<file path="src/rtl/alu_result_serializer.sv">
// Buffers ALU results in a small FIFO and streams each one out as OUT_WIDTH-bit
// slices, least significant slice first, over a valid/ready handshake.
module alu_result_serializer #(
    parameter int unsigned IN_WIDTH  = 16,
    parameter int unsigned OUT_WIDTH = 8,
    parameter int unsigned DEPTH     = 4
) (
    input  logic                 CLK,
    input  logic                 RST,
    input  logic [IN_WIDTH-1:0]  IN_DATA,
    input  logic                 IN_VALID,
    output logic [OUT_WIDTH-1:0] OUT_DATA,
    output logic                 OUT_VALID,
    input  logic                 OUT_READY,
    output logic                 BUSY,
    output logic                 FIFO_FULL,
    output logic                 DROP_ERR
);

    localparam int unsigned SLICES = IN_WIDTH / OUT_WIDTH;
    localparam int unsigned PTR_W  = (DEPTH > 1) ? $clog2(DEPTH) : 1;
    localparam int unsigned CNT_W  = PTR_W + 1;
    localparam int unsigned IDX_W  = (SLICES > 1) ? $clog2(SLICES) : 1;

    typedef enum logic {
        IDLE = 1'b0,
        SEND = 1'b1
    } state_e;

    logic [IN_WIDTH-1:0]  mem_q [DEPTH];
    logic [PTR_W-1:0]     wr_ptr_q;
    logic [PTR_W-1:0]     wr_ptr_d;
    logic [PTR_W-1:0]     rd_ptr_q;
    logic [PTR_W-1:0]     rd_ptr_d;
    logic [CNT_W-1:0]     count_q;
    logic [CNT_W-1:0]     count_d;
    logic                 full_q;
    logic                 busy_q;
    logic                 drop_q;

    state_e               state_q;
    logic [IDX_W-1:0]     idx_q;
    logic                 out_valid_q;
    logic [OUT_WIDTH-1:0] out_data_q;

    logic                 last_slice;
    logic                 pop;
    logic                 push;
    logic                 drop;
    logic [IN_WIDTH-1:0]  head;
    logic [IN_WIDTH-1:0]  next_head;

    function automatic logic [OUT_WIDTH-1:0] slice_of(
        input logic [IN_WIDTH-1:0] word,
        input logic [IDX_W-1:0]    idx
    );
        return OUT_WIDTH'(word >> (32'(idx) * OUT_WIDTH));
    endfunction

    // A push while full is only accepted when the head leaves on the same edge.
    always_comb begin
        last_slice = (idx_q == IDX_W'(SLICES - 1));
        pop        = (state_q == SEND) && OUT_READY && last_slice;
        push       = IN_VALID && (!full_q || pop);
        drop       = IN_VALID && full_q && !pop;
        wr_ptr_d   = push ? wr_ptr_q + PTR_W'(1) : wr_ptr_q;
        rd_ptr_d   = pop  ? rd_ptr_q + PTR_W'(1) : rd_ptr_q;
        count_d    = count_q + CNT_W'(push) - CNT_W'(pop);
        head       = mem_q[rd_ptr_q];
        // With a single entry left, the only follower is the result arriving now.
        next_head  = (count_q == CNT_W'(1)) ? IN_DATA : mem_q[rd_ptr_q + PTR_W'(1)];
    end

    always_ff @(posedge CLK) begin
        if (push) begin
            mem_q[wr_ptr_q] <= IN_DATA;
        end
    end

    // FIFO bookkeeping and status flags; SEND always has a head entry, so busy follows count.
    always_ff @(posedge CLK or posedge RST) begin
        if (RST) begin
            wr_ptr_q <= '0;
            rd_ptr_q <= '0;
            count_q  <= '0;
            full_q   <= 1'b0;
            busy_q   <= 1'b0;
            drop_q   <= 1'b0;
        end else begin
            wr_ptr_q <= wr_ptr_d;
            rd_ptr_q <= rd_ptr_d;
            count_q  <= count_d;
            full_q   <= (count_d == CNT_W'(DEPTH));
            busy_q   <= (count_d != '0);
            drop_q   <= drop_q | drop;
        end
    end

    // Slice sequencer with registered valid and data.
    always_ff @(posedge CLK or posedge RST) begin
        if (RST) begin
            state_q     <= IDLE;
            idx_q       <= '0;
            out_valid_q <= 1'b0;
            out_data_q  <= '0;
        end else begin
            case (state_q)
                IDLE: begin
                    if (count_q != '0) begin
                        state_q     <= SEND;
                        idx_q       <= '0;
                        out_valid_q <= 1'b1;
                        out_data_q  <= slice_of(head, IDX_W'(0));
                    end
                end
                SEND: begin
                    if (OUT_READY) begin
                        if (!last_slice) begin
                            idx_q      <= idx_q + IDX_W'(1);
                            out_data_q <= slice_of(head, idx_q + IDX_W'(1));
                        end else begin
                            idx_q <= '0;
                            if (count_d != '0) begin
                                out_data_q <= slice_of(next_head, IDX_W'(0));
                            end else begin
                                state_q     <= IDLE;
                                out_valid_q <= 1'b0;
                            end
                        end
                    end
                end
                default: begin
                    state_q     <= IDLE;
                    idx_q       <= '0;
                    out_valid_q <= 1'b0;
                end
            endcase
        end
    end

    assign OUT_DATA  = out_data_q;
    assign OUT_VALID = out_valid_q;
    assign BUSY      = busy_q;
    assign FIFO_FULL = full_q;
    assign DROP_ERR  = drop_q;

endmodule

</file>
<file path="config.mk">
export PLATFORM = sky130hd
export DESIGN_NAME = alu_result_serializer
export DESIGN_NICKNAME = d
export VERILOG_FILES = /design/src/rtl/alu_result_serializer.sv
export SDC_FILE = /design/constraint.sdc
export NUM_CORES = 1
export LEC_CHECK = 0
export ABC_CLOCK_PERIOD_IN_PS = 4500
export CAP_MARGIN = 20
export CORE_MARGIN = 2
export CORE_UTILIZATION = 46
export CTS_CLUSTER_DIAMETER = 120
export CTS_CLUSTER_SIZE = 8
export DETAILED_ROUTE_END_ITERATION = 8
export MAX_ROUTING_LAYER = met4
export PLACE_DENSITY = 0.66
export SYNTH_ARGS = -nofsm -noshare
export SYNTH_HDL_FRONTEND = slang
export SYNTH_SLANG_ARGS = --single-unit
</file>
<file path="constraint.sdc">
create_clock -name CLK -period 4.5 [get_ports CLK]
set_input_delay 0.45 -clock CLK [delete_from_list [all_inputs] [get_ports CLK]]
set_output_delay 0.45 -clock CLK [all_outputs]
set_load 0.02 [all_outputs]
</file>
# Word level (Yosys, flattened, before mapping)

Memory sizes are Yosys's and may differ from the RTL's.
Cells that the tools add are included.

Mux-type cells: 22
Eq/ne operators: 7
Bitwise gates (word level): 2
Shift operators: 1
Add/subtract/negate cells: 5
Reductions and logical operators: 13

Operators with widths:

| operator                                      | count |
|---|---|
| two-way mux 8 bit                             | 5 |
| case mux 8 bit (2 select lines)               | 1 |
| right shift 16 x 4 -> 8 bit                   | 1 |
| two-way mux 1 bit                             | 13 |
| != test 2 bit, second input constant          | 3 |
| case mux 1 bit (2 select lines)               | 3 |
| nonzero test 3 bit                            | 2 |
| logical AND 1 bit                             | 5 |
| adder 2 x 1 -> 2 bit, second input constant   | 2 |
| AND reduction 4 bit                           | 1 |
| adder 3 x 1 -> 3 bit                          | 1 |
| == test 3 x 1 -> 1 bit, second input constant | 1 |
| == test 3 bit, second input constant          | 1 |
| != test 3 x 2 -> 1 bit, second input constant | 1 |
| AND reduction 3 bit                           | 1 |
| subtractor 3 x 1 -> 3 bit                     | 1 |
| logical NOT 1 bit                             | 2 |
| != test 2 x 1 -> 1 bit, second input constant | 1 |
| AND reduction 2 bit                           | 1 |
| adder 1 bit, second input constant            | 1 |
| logical OR 1 bit                              | 1 |
| NOT 1 bit                                     | 1 |
| bitwise OR 1 bit                              | 1 |

Output and inout bits: 12
Word-level logic and storage cells: 61
Bits in writable memories: 64
Flip-flop bits (word level): 21
Memories kept: 1
Input port bits: 20

Memories:

| name  | depth | width | read ports | clocked after Yosys merged registers in | write ports | RTL line | source |
|---|---|---|---|---|---|---|---|
| mem_q | 4     | 16    | 2          | 0                                       | 1           | 30       | `logic [IN_WIDTH-1:0] mem_q [DEPTH];` |

# Depth between registers and ports, before layout

Depth in word-level cells: 11
Depth in mapped cells: 14
Mapped depth without buffers: 12

# Worst setup path before layout

No wires, ideal clock.

Path kind: reg2reg
Start point: register idx_q
End point: register out_data_q[0] (netlist: OUT_DATA[0])
Path buffers: 2
Arrival: 3.056 ns
Slack: 1.324 ns
Clock period less this slack: 3.176 ns
Required time: 4.380 ns
Stages on the path, launching flop included: 15
Setup time: 0.120 ns
Cell sequence: dfrtp_1 buf_2 nand3_1 a21boi_1 inv_1 ha_1 inv_1 ha_1 inv_1 fa_1 nor2b_1 a31oi_4 or2_1 buf_6 o22a_2

Longest elaborated chain between the ends: 8
Elaborated cells on any way between the ends: 13
Classes of those cells: 3 x add/sub; 1 x eq/ne; 1 x shift; 3 x mux; 5 x reduce/logical

RTL lines:

| element                                 | RTL line | source |
|---|---|---|
| start, declared                         | 42       | `logic [IDX_W-1:0] idx_q;` |
| start signal, assigned                  | 119      | `idx_q <= idx_q + IDX_W'(1);` |
| logical AND 1 bit                       | 63       | `pop = (state_q == SEND) && OUT_READY && last_slice;` |
| logical OR 1 bit                        | 64       | `push = IN_VALID && (!full_q \|\| pop);` |
| logical AND 1 bit                       | 64       |  |
| adder 3 x 1 -> 3 bit                    | 68       | `count_d = count_q + CNT_W'(push) - CNT_W'(pop);` |
| subtractor 3 x 1 -> 3 bit               | 68       |  |
| nonzero test 3 bit                      | 123      | `if (count_d != '0) begin` |
| != test 3 x 2 -> 1 bit (no source line) | -        |  |
| AND reduction 3 bit (no source line)    | -        |  |
| end signal, assigned                    | 113      | `out_data_q <= slice_of(head, IDX_W'(0));` |
| end signal, assigned                    | 120      | `out_data_q <= slice_of(head, idx_q + IDX_W'(1));` |
| end signal, assigned                    | 124      | `out_data_q <= slice_of(next_head, IDX_W'(0));` |
| end, declared                           | 44       | `logic [OUT_WIDTH-1:0] out_data_q;` |

Parallel ways exist; a longest one is shown, timed or not. The select of a mux whose other input is x is not followed.
A chain may end at the register's enable or synchronous reset.

# Final worst setup path

Start point: register state_q
End point: register out_data_q[6] (netlist: OUT_DATA[6])

Longest elaborated chain between the ends: 9
Elaborated cells on any way between the ends: 13
Classes of those cells: 2 x add/sub; 3 x eq/ne; 1 x mux; 1 x bitwise; 6 x reduce/logical

RTL lines:

| element                                 | RTL line | source |
|---|---|---|
| start, declared                         | 41       | `state_e state_q;` |
| start signal, assigned                  | 102      | `state_q <= IDLE;` |
| start signal, assigned                  | 110      | `state_q <= SEND;` |
| start signal, assigned                  | 126      | `state_q <= IDLE;` |
| logical AND 1 bit (2 in a row)          | 63       |  |
| logical OR 1 bit                        | 64       |  |
| logical AND 1 bit                       | 64       |  |
| adder 3 x 1 -> 3 bit                    | 68       |  |
| subtractor 3 x 1 -> 3 bit               | 68       |  |
| nonzero test 3 bit                      | 123      |  |
| != test 3 x 2 -> 1 bit (no source line) | -        |  |
| AND reduction 3 bit (no source line)    | -        |  |

Parallel ways exist; a longest one is shown, timed or not.

==> impl_metrics.prom <==
# TYPE chip_impl_metric gauge
chip_impl_info{name="result_of_the_run",value="finished, final reports clean"} 1
chip_impl_metric{name="detail_route.first_pass.iterations",unit=""} 4
chip_impl_metric{name="cts.repair.resized",unit=""} 0
chip_impl_metric{name="ys_seq_elements",unit=""} 85
chip_impl_metric{name="total_die_area",unit="um2"} 8850
chip_impl_metric{name="floorplan.io_pins",unit=""} 32
chip_impl_metric{name="instances_no_fill",unit=""} 352
chip_impl_metric{name="share_comb_of_total_power",unit="%"} 40.5
chip_impl_metric{name="place_congestion",unit=""} 0.726
chip_impl_metric{name="die_height",unit="um"} 94.1
chip_impl_metric{name="net_total_in_the_final_layout",unit=""} 272
chip_impl_metric{name="setup-tns-final",unit="ns"} 0
chip_impl_metric{name="critical_path_peak_fanout",unit=""} 13
chip_impl_metric{name="wire_per_inst",unit="um"} 19.0
chip_impl_metric{name="start_util",unit="%"} 47.8
chip_impl_info{name="hold_start",value="DROP_ERR"} 1
chip_impl_info{name="hold_path_class",value="register to register"} 1
chip_impl_metric{name="power_density",unit="nW/um2"} 666
chip_impl_metric{name="period_share",unit="%"} 81.7
chip_impl_metric{name="mappedNetlistNets",unit=""} 239
chip_impl_metric{name="remaining_drc_errors",unit=""} 0
chip_impl_metric{name="grt_start_max_net_pins",unit=""} 27
chip_impl_metric{name="clock.fmax",unit="MHz"} 272
chip_impl_info{name="timing.setup.critical_path_class",value="register to register"} 1
chip_impl_info{name="cts_tree",value="yes"} 1
chip_impl_metric{name="clkLatencyLatePin",unit="ns"} 0.35
chip_impl_info{name="critical_path.startpoint",value="state_q"} 1
chip_impl_info{name="synth_largest_area_cell",value="edfxtp_1"} 1
chip_impl_metric{name="insertedDiodeCount",unit=""} 0
chip_impl_info{name="grt_setup_unrepaired",value="no"} 1
chip_impl_metric{name="synth_unique_cells",unit=""} 30
chip_impl_info{name="crit_path_end_kind",value="register"} 1
chip_impl_metric{name="synthCells",unit=""} 212
chip_impl_metric{name="route.detailed.vias_per_inst",unit=""} 5.51
chip_impl_metric{name="detail-route-antenna-nets",unit=""} 0
chip_impl_metric{name="grt_pass1_vias",unit=""} 1949
chip_impl_metric{name="htree_levels",unit=""} 3
chip_impl_metric{name="synth_sequential_area_ratio",unit="%"} 65.6
chip_impl_metric{name="vias",unit=""} 1938
chip_impl_metric{name="drt_wl_total",unit="um"} 6700
chip_impl_metric{name="place_ws",unit="ns"} 0.632
chip_impl_metric{name="power.switching_fraction",unit="%"} 34.7
chip_impl_metric{name="vdd_ir_drop_max",unit="V"} 0.000334
chip_impl_metric{name="timing.final.max_slew_violations",unit=""} 0
chip_impl_info{name="cts_root_buf",value="clkbuf_8"} 1
chip_impl_metric{name="tritoncts_num_sinks",unit=""} 85
chip_impl_metric{name="drt-met1-wl",unit="um"} 3070
chip_impl_metric{name="fp.coreArea",unit="um2"} 7810
chip_impl_info{name="yosysMostFrequentCell",value="edfxtp_1"} 1
chip_impl_info{name="top_layer",value="met4"} 1
chip_impl_metric{name="grt_antenna_before_repair",unit=""} 0
chip_impl_metric{name="area_of_the_mapped_netlist",unit="um2"} 3730
chip_impl_metric{name="first_iter_violations",unit=""} 101
chip_impl_metric{name="cts_inserted_buffers",unit=""} 9
chip_impl_metric{name="static-leakage-power",unit="nW"} 1.52
chip_impl_metric{name="first_pass_grt_wire_length",unit="um"} 10600
chip_impl_metric{name="gr-usage-all-layers",unit="%"} 17.3
chip_impl_metric{name="fin_hold_ws",unit="ns"} 0.490
chip_impl_metric{name="floorplan.die.width",unit="um"} 94.1
chip_impl_metric{name="synth_top_area_share",unit="%"} 51.5
chip_impl_metric{name="io_buffers",unit=""} 31
chip_impl_metric{name="worst-endpoint-required",unit="ns"} 4.74
chip_impl_metric{name="route.met2.wl",unit="um"} 3270
chip_impl_info{name="synth_top_flop_cell",value="edfxtp_1"} 1
chip_impl_info{name="timing.critical_path.from_type",value="register"} 1
chip_impl_metric{name="final.min_clock_period",unit="ns"} 3.68
chip_impl_metric{name="synth_async_sr_flop_share",unit="%"} 24.7
chip_impl_metric{name="avgSynthCellArea",unit="um2"} 17.6
chip_impl_metric{name="switchingPower",unit="mW"} 0.991
chip_impl_metric{name="ctsLongestPathBuffers",unit=""} 2
chip_impl_metric{name="max-cap-violations",unit=""} 0
chip_impl_metric{name="setup_ws",unit="ns"} 0.824
chip_impl_metric{name="dp_hpwl",unit="um"} 4240
chip_impl_info{name="post_synth_most_frequent_cells",value="edfxtp_1 (64), mux4_2 (24), dfrtp_1 (21)"} 1
chip_impl_metric{name="hold_buffers",unit=""} 0
chip_impl_metric{name="cts_setup_buffers",unit=""} 0
chip_impl_metric{name="power.share.clock",unit="%"} 17.2
chip_impl_metric{name="postLayoutCellArea",unit="um2"} 4290
chip_impl_metric{name="row_count",unit=""} 32
chip_impl_metric{name="final-hold-violation-count",unit=""} 0
chip_impl_metric{name="worst_pin_slew",unit="ns"} 1.12
chip_impl_metric{name="grt_overflow",unit=""} 0
chip_impl_metric{name="clock-skew-final",unit="ns"} 0.0127
chip_impl_metric{name="wl_met3",unit="um"} 295
chip_impl_metric{name="synth-edff-count",unit=""} 64
chip_impl_metric{name="cts.reportedPaths.clkPinSlew",unit="ns"} 0.09
chip_impl_info{name="timing.rr.start",value="state_q"} 1
chip_impl_metric{name="setup-violations-final",unit=""} 0
chip_impl_metric{name="internal_power",unit="mW"} 1.86
chip_impl_metric{name="timing.reg2reg.setup_slack",unit="ns"} 0.82
chip_impl_metric{name="ys_warn_count",unit=""} 0
chip_impl_info{name="netlist_top_cells_area",value="edfxtp_1 (51%), mux4_2 (14%), dfrtp_1 (14%)"} 1
chip_impl_metric{name="worstPathArrival",unit="ns"} 3.91
chip_impl_metric{name="placed_cells_incl_taps",unit=""} 336
chip_impl_metric{name="n_fill_cell",unit=""} 654
chip_impl_metric{name="drive_gt1_share",unit="%"} 22.4
chip_impl_metric{name="placement.cell_area",unit="um2"} 4110
chip_impl_metric{name="sequentialPowerShare",unit="%"} 42.3
chip_impl_metric{name="maxSlewHeadroom",unit="%"} 25.2
chip_impl_metric{name="area.growth.synth_to_final",unit="%"} 14.8
==> cells by family after synthesis <==
kind of cell / Yosys count / synth area share [%]
AO/OA/AOI/OAI: 39 / 7.74
XOR/XNOR: 4 / 1.34
flip-flops: 85 / 65.6
buffers and inverters: 21 / 3.12
adder cells (fa/ha/maj): 7 / 2.55
multiplexers: 32 / 16.6
AND/OR/NAND/NOR: 24 / 3.05
==> flip-flops by register name, indices dropped and copies added (netlist names) <==
register	cells
mem_q	64
rd_ptr_q	2
wr_ptr_q	2
FIFO_FULL	1
OUT_DATA	8
idx_q	1
count_q	3
state_q	1
OUT_VALID	1
DROP_ERR	1
BUSY	1
==> final cells by class <==
| type | instances | area, um2 | area share, % |
|---|---|---|---|
| well taps | 102 | 128 | 2.98 |
| repair buffers | 33 | 325 | 7.59 |
| inverters | 10 | 37.5 | 0.876 |
| multi-input cells | 106 | 1170 | 27.3 |
| flip-flops and latches | 85 | 2450 | 57.1 |
| clock inverters | 7 | 55.1 | 1.28 |
| clock buffers | 9 | 124 | 2.89 |
==> critical path, cell delays in order, from the launching register on <==
cell and delay [ns]:
dfrtp_1 0.63, nand3_1 0.29, a21boi_1 0.48, inv_1 0.09
ha_1 0.28, inv_1 0.05, ha_1 0.13, inv_1 0.05
fa_1 0.49, nor2b_1 0.26, a31oi_4 0.19, or2_1 0.36
o22a_2 0.26
==> worst paths after layout <==
path                       depth (start not counted)     endpoint
setup / recovery                                  12  OUT_DATA[6]
hold / removal                                     1     DROP_ERR
setup reg to reg                                  12  OUT_DATA[6]
hold reg to reg                                    1     DROP_ERR
max in group asynchronous                          2  OUT_DATA[6]
min in group asynchronous                          2        idx_q
==> power groups by stage <==
stage | sequential, mW | clock (mW) | combinational, mW
global route | 1.23 | 0.540 | 1.27
finish | 1.21 | 0.491 | 1.15
detailed placement | 1.23 | 0 | 1.17
global placement | 1.22 | 0 | 1.15
floorplan | 1.20 | 0 | 0.888
CTS | 1.21 | 0.509 | 1.18
==> per-layer routing <==
metal / up-vias / global-route usage (%)
li1: 899 / -
met1: 985 / 22.6
met2: 49 / 26.8
met3: 5 / 5.06
met4: 0 / 4.71
met5: - / -
==> metrics by stage <==
step	power [mW]	util, %
2_1_floorplan	2.09	-
3_3_place_gp	2.37	52.6
3_5_place_dp	2.40	52.6
4_1_cts	2.89	54.9
5_1_grt	3.04	54.9
6_report	2.85	54.9
==> cells in the final DEF, fill, tap and decap left out, types with 2 or more instances in the layout <==
| cell | count |
|---|---|
| edfxtp_1 | 64 |
| clkdlybuf4s50_1 | 31 |
| mux4_2 | 24 |
| dfrtp_1 | 21 |
| o21ai_0 | 16 |
| nand2_1 | 10 |
| inv_1 | 9 |
| a21oi_1 | 9 |
| clkbuf_8 | 9 |
| mux2i_1 | 8 |
| o22a_2 | 7 |
| ha_1 | 6 |
| nor2_1 | 4 |
| and2_1 | 4 |
| xnor2_1 | 3 |
| inv_6 | 3 |
| nor3_1 | 2 |
| a2bb2o_4 | 2 |
| clkinv_2 | 2 |
| buf_4 | 2 |
Note: power is estimated with default switching activity, not from simulation.
==> patch 1 (same flow settings) <==
Put one more register stage on the output `DROP_ERR`. The value now appears one clock later. The other outputs are not delayed to match.
--- a/src/rtl/alu_result_serializer.sv
+++ b/src/rtl/alu_result_serializer.sv
@@ -142,7 +142,9 @@
     assign OUT_VALID = out_valid_q;
     assign BUSY      = busy_q;
     assign FIFO_FULL = full_q;
-    assign DROP_ERR  = drop_q;
+    always_ff @(posedge CLK) begin
+        DROP_ERR <= drop_q;
+    end
 
 endmodule
 
Check against the original RTL: not equivalent (Yosys sat finds a counterexample within 10 cycles, from zero or initial values and one cycle with RST high).
==> patch 1 against the original RTL <==
Total power increased by 2.0%. Via count decreased by 0.93%. Area after synthesis increased by 0.54%. Sequential cell count increased by 1. Cell count increased by 0.57%. Final area increased by 1.3%. Critical path depth unchanged. Wire length decreased by 2.3%. First-iteration DRC count decreased by 5.0%. Clock power increased by 5.5%. Worst setup slack improved by 0.068 ns. Largest power group is now combinational cells.
==> patch 1: results (changes against the original RTL) <==
synth_fa_ha_area_share_pct: 2.53  # -0.014 points
path_max_fanout: 13  # unchanged
min_path_type: "flip-flop to flip-flop"
root_buffer: "clkbuf_8"
largest_register: "mem_q"
htree_levels: 3  # unchanged
grt_pass1_vias: 1912  # -1.9%
crit_arrival_ns: 3.85  # -0.06 ns
largest_register_ffs: 64  # unchanged
yosysWarnings: 0  # unchanged
grt_use_total_pct: 17.0  # -0.28 points
cts_resized: 0  # unchanged
grt_pass1_wl_mm: 10.5  # -0.85%
synth-xor-area-share_pct: 1.33  # -0.0072 points
p_sw_share_pct: 33.3  # -1.5 points
antenna_found_initial: 0  # unchanged
synth_enable_flop_cells: 64  # unchanged
p_seq_share_pct: 40.9  # -1.4 points
outcome: "finished, final reports clean"
r2r_cells: 12  # unchanged
avgRoutedWirePerCell_um: 18.5  # -2.8%
clkTransAtPathRegs_ns: 0.09  # about the same
synth.area.mux_share_pct: 16.5  # -0.089 points
synth_common_cells: "64 x edfxtp_1, 24 x mux4_2, 21 x dfrtp_1, 16 x o21ai_0, 10 x nand2_1"
ys_types: 31  # +3.3%
p_leak_nw: 1.54  # +1.1%
synth_compound_area_share_pct: 7.70  # -0.041 points
first_pass_iters: 4  # unchanged
diodes: 0  # unchanged
whs_path_depth: 0  # -1
syn_area_per_cell_um2: 17.6  # about the same
io_buffers: 31  # unchanged
power_frac_clock_pct: 17.8  # +0.6 points
synthArstFlopShare_pct: 24.4  # -0.29 points
syn-num-nets: 240  # +0.42%
nFillCells: 638  # -2.4%
via_per_inst: 5.42  # -1.5%
relSlewSlack_pct: 36.6  # +11 points
die_w_um: 94.3  # +0.26%
vdd_ir_drop_max_v: 0.000354  # +6.0%
clk_path_buf_depth: 2  # unchanged
nets: 274  # +0.74%
drive_above_1_share_pct: 21.4  # -0.97 points
clk_latency_ns: 0.35  # about the same
crit_path_max_incr_delay_ns: 0.60  # -0.03 ns
hold_viol: 0  # unchanged
place.gp.congestion: 0.741  # +2.1%
fin_cells: 354  # +0.57%
cts_setup_buffers: 0  # unchanged
synth.area.top_cells: "edfxtp_1 51%, mux4_2 14%, dfrtp_1 14%"
dp_hpwl_mm: 4.13  # -2.6%
slowest_stage: "dfrtp_1"
cp_top_family: "compound AO/OA/AOI/OAI gates"
dp.cells: 337  # +0.30%
clock_skew_ns: 0.0141  # +0.00135 ns
total_power_mw: 2.91  # +2.0%
drtIter0Drc: 96  # -5.0%
ys_seq_area_share_pct: 65.8  # +0.18 points
patch 1: cell types whose count changed after synthesis:
cell | unedited run | this run
dfxtp_1 | 0 | 1
patch 1: path summary, 6_finish.rpt:
kind	from	end	slack [ns]
min reg2reg	drop_q$_DFF_PP0_	DROP_ERR$_DFF_P_	0.38
min in group asynchronous	RST	OUT_VALID$_DFFE_PP0P_	0.54
max reg2reg	state_q$_DFF_PP0_	OUT_DATA[0]$_DFFE_PP0P_	0.89
max	state_q$_DFF_PP0_	OUT_DATA[0]$_DFFE_PP0P_	0.89
min	drop_q$_DFF_PP0_	DROP_ERR$_DFF_P_	0.38
max in group asynchronous	RST	OUT_DATA[7]$_DFFE_PP0P_	3.45
patch 1: cells by family after synthesis:
group / after synthesis
flip-flops: 86
AO/OA/AOI/OAI: 39
multiplexers: 32
AND/OR/NAND/NOR: 24
buffers and inverters: 21
adder cells (fa/ha/maj): 7
XOR/XNOR: 4
patch 1: layout make-up:
| class | instances | area, um^2 | share of cell area, % |
|---|---|---|---|
| Inverter | 10 | 37.5 | 0.864 |
| Clock inverter | 6 | 61.3 | 1.41 |
| Tap cell | 102 | 128 | 2.94 |
| Clock buffer | 10 | 128 | 2.94 |
| Sequential cell | 86 | 2470 | 56.8 |
| Multi-Input combinational cell | 106 | 1170 | 26.9 |
| Timing Repair Buffer | 34 | 353 | 8.12 |
patch 1: per-stage QoR:
step	setup WS (ns)	instance area (um^2)	util, %
after floorplan	1.32	3750	-
after global placement	0.715	4130	52.9
after detailed placement	0.662	4130	52.9
after CTS	0.892	4320	55.3
after global routing	0.631	4340	55.6
final	0.892	4340	55.6
patch 1: metal layers:
layer	vias up	share of wire (%)	GRT usage (%)
met2	42	50	26.2
met3	5	4.4	5.38
li1	903	-	-
met4	0	0.92	4.35
met5	-	0	-
met1	970	45	22.2
==> patch 2 (same settings) <==
Made on the original files. `DEPTH`: 4 -> 16.
--- a/src/rtl/alu_result_serializer.sv
+++ b/src/rtl/alu_result_serializer.sv
@@ -3,7 +3,7 @@
 module alu_result_serializer #(
     parameter int unsigned IN_WIDTH  = 16,
     parameter int unsigned OUT_WIDTH = 8,
-    parameter int unsigned DEPTH     = 4
+    parameter int unsigned DEPTH     = 16
 ) (
     input  logic                 CLK,
     input  logic                 RST,
Check against the original RTL: not equivalent (a bounded check fails within 10 cycles, from zero or initial values and one cycle with RST high).
==> patch 2 against the original RTL <==
Area after synthesis grew to 3.3 times the old value. Worst setup slack worse by 0.072 ns. Wire length grew to 4.3 times the old value. Final area grew to 3.4 times the old value. Highest routed layer unchanged. Maximum frequency is 1.9% lower. Total power grew to 3.6 times the old value. Largest cell class unchanged. Sequential cell count is 198 higher. Largest power group is now combinational cells.
==> patch 2: results (changes against the original RTL) <==
outcome: "finished, final reports clean"
place.gp.congestion: 0.788  # +8.5%
ys_types: 56  # +87%
ys_seq_area_share_pct: 67.4  # +1.8 points
avgRoutedWirePerCell_um: 26.6  # +40%
p_leak_nw: 4.71  # +210%
gr-usage-met1_pct: 27.0  # +4.4 points
path_max_fanout: 8  # -5
largest_register_ffs: 256  # +300%
first_pass_iters: 5  # +1
grt_max_degree: 109  # +300%
clock_skew_ns: 0.00996  # -0.00275 ns
relSlewSlack_pct: 22.4  # -2.9 points
grt_pass1_wl_mm: 43.3  # +310%
synth_enable_flop_cells: 256  # +300%
met2_usage_pct: 35.6  # +8.9 points
antenna_found_initial: 0  # unchanged
worstReg2RegStart: "state_q$_DFF_PP0_"
clk_path_buf_depth: 3  # +1
yosysWarnings: 0  # unchanged
nFillCells: 2058  # +210%
htree_levels: 2  # -1
clkTransAtPathRegs_ns: 0.05  # -0.04 ns
cts_made_buffers: 41  # +32
synthArstFlopShare_pct: 9.54  # -15 points
dp_hpwl_mm: 16.9  # +300%
crit_start: "OUT_READY"
syn-num-nets: 693  # +190%
via_per_inst: 6.21  # +13%
drtIter0Drc: 652  # +550%
synth_common_cells: "256 x edfxtp_1, 86 x mux4_2, 27 x dfrtp_1, 25 x mux2i_1, 17 x inv_1"
drive_above_1_share_pct: 24.6  # +2.2 points
vdd_ir_drop_max_v: 0.000565  # +69%
root_buffer: "clkbuf_16"
cts_resized: 0  # unchanged
grt_pass1_vias: 7096  # +260%
nets: 752  # +180%
grt_util_met3_pct: 3.57  # -1.5 points
synth.area.top_cells: "edfxtp_1 62%, mux4_2 16%, dfrtp_1 5.4%"
min_path_type: "primary input to asynchronous set/reset pin"
grt_use_total_pct: 21.3  # +4.1 points
crit_arrival_ns: 4.14  # +0.23 ns
clk_latency_ns: 0.52  # +0.17 ns
-- patch 2: changes by cell type after synthesis, moves of 9 or more --
cell      change
mux2i_1      +17
a31oi_1       +9
o31ai_1       +9
clkbuf_1     +12
mux4_2       +62
mux2_2       +16
edfxtp_1    +192
and2_1        +9
a22oi_1      +16
nand3_1      +13
-- patch 2: critical path, stage by stage --
cell and delay [ns]:
clkdlybuf4s50_1 0.53, nand3_1 0.13, a21boi_0 0.30, inv_1 0.13, ha_1 0.30, inv_1 0.04
ha_1 0.20, fa_1 0.50, or3_1 0.37, a211o_1 0.26, a2bb2o_4 0.27, o21ai_4 0.32
mux2_4 0.33
-- patch 2: where the power goes --
part | internal [mW] | leakage (nW) | switching, mW
Clock | 1.72 | 0.560 | 1.06
Sequential | 3.25 | 2.63 | 0.193
Combinational | 1.83 | 1.53 | 2.16
Total | 6.80 | 4.71 | 3.41
-- patch 2: kinds of logic (layout without fill, tap and decap cells) --
family / count (synthesis) / count (layout) / synth area share [%]
buffers and inverters: 55 / 138 / 2.16
muxes: 128 / 128 / 19.2
adders and majority gates: 12 / 12 / 1.27
and+or+nand+nor: 84 / 84 / 3.94
DFF: 283 / 283 / 67.4
xor gates and xnor gates: 13 / 13 / 0.977
AOI/OAI and AO/OA: 86 / 86 / 5.12
-- patch 2: per-stage QoR --
stage	total power [mW]	instances	hold WS (ns)	setup WS, ns	area (um^2)
5_1_grt	10.7	1085	0.161	0.584	14400
6_report	10.2	1085	0.147	0.752	14400
3_3_place_gp	7.37	1016	0.462	0.455	13100
3_5_place_dp	7.47	1016	0.457	0.242	13100
2_1_floorplan	6.32	661	0.503	0.950	12400
4_1_cts	10.3	1083	0.471	0.771	14300
-- patch 2: worst paths after layout --
path / end / slack (ns) / cells after the start
worst max-delay path: OUT_DATA[3]$_DFFE_PP0P_ / 0.75 / 13
worst min-delay path: wr_ptr_q[2]$_DFFE_PP0P_ / 0.15 / 2
worst max register to register: OUT_DATA[3]$_DFFE_PP0P_ / 0.77 / 12
worst min register to register: DROP_ERR$_DFF_PP0_ / 0.47 / 1
max in group asynchronous: rd_ptr_q[1]$_DFFE_PP0P_ / 3.95 / 3
min in group CLK: DROP_ERR$_DFF_PP0_ / 0.47 / 1
-- patch 2: cell type report --
type                    instances  share of cell area (%)
well taps                     341                    2.97
multi-input cells             323                    26.4
clock buffers                  64                    7.89
flip-flops and latches        283                    58.3
inverters                      18                   0.470
clock inverters                 3                   0.305
repair buffers                 53                    3.68
-- patch 2: routing by layer --
layer	up-vias	wire length [um]	part of all wire [%]
met2	262	14800	51
met3	66	1830	6.3
met5	-	0	0
li1	2877	-	-
met4	0	675	2.3
met1	3533	11500	40
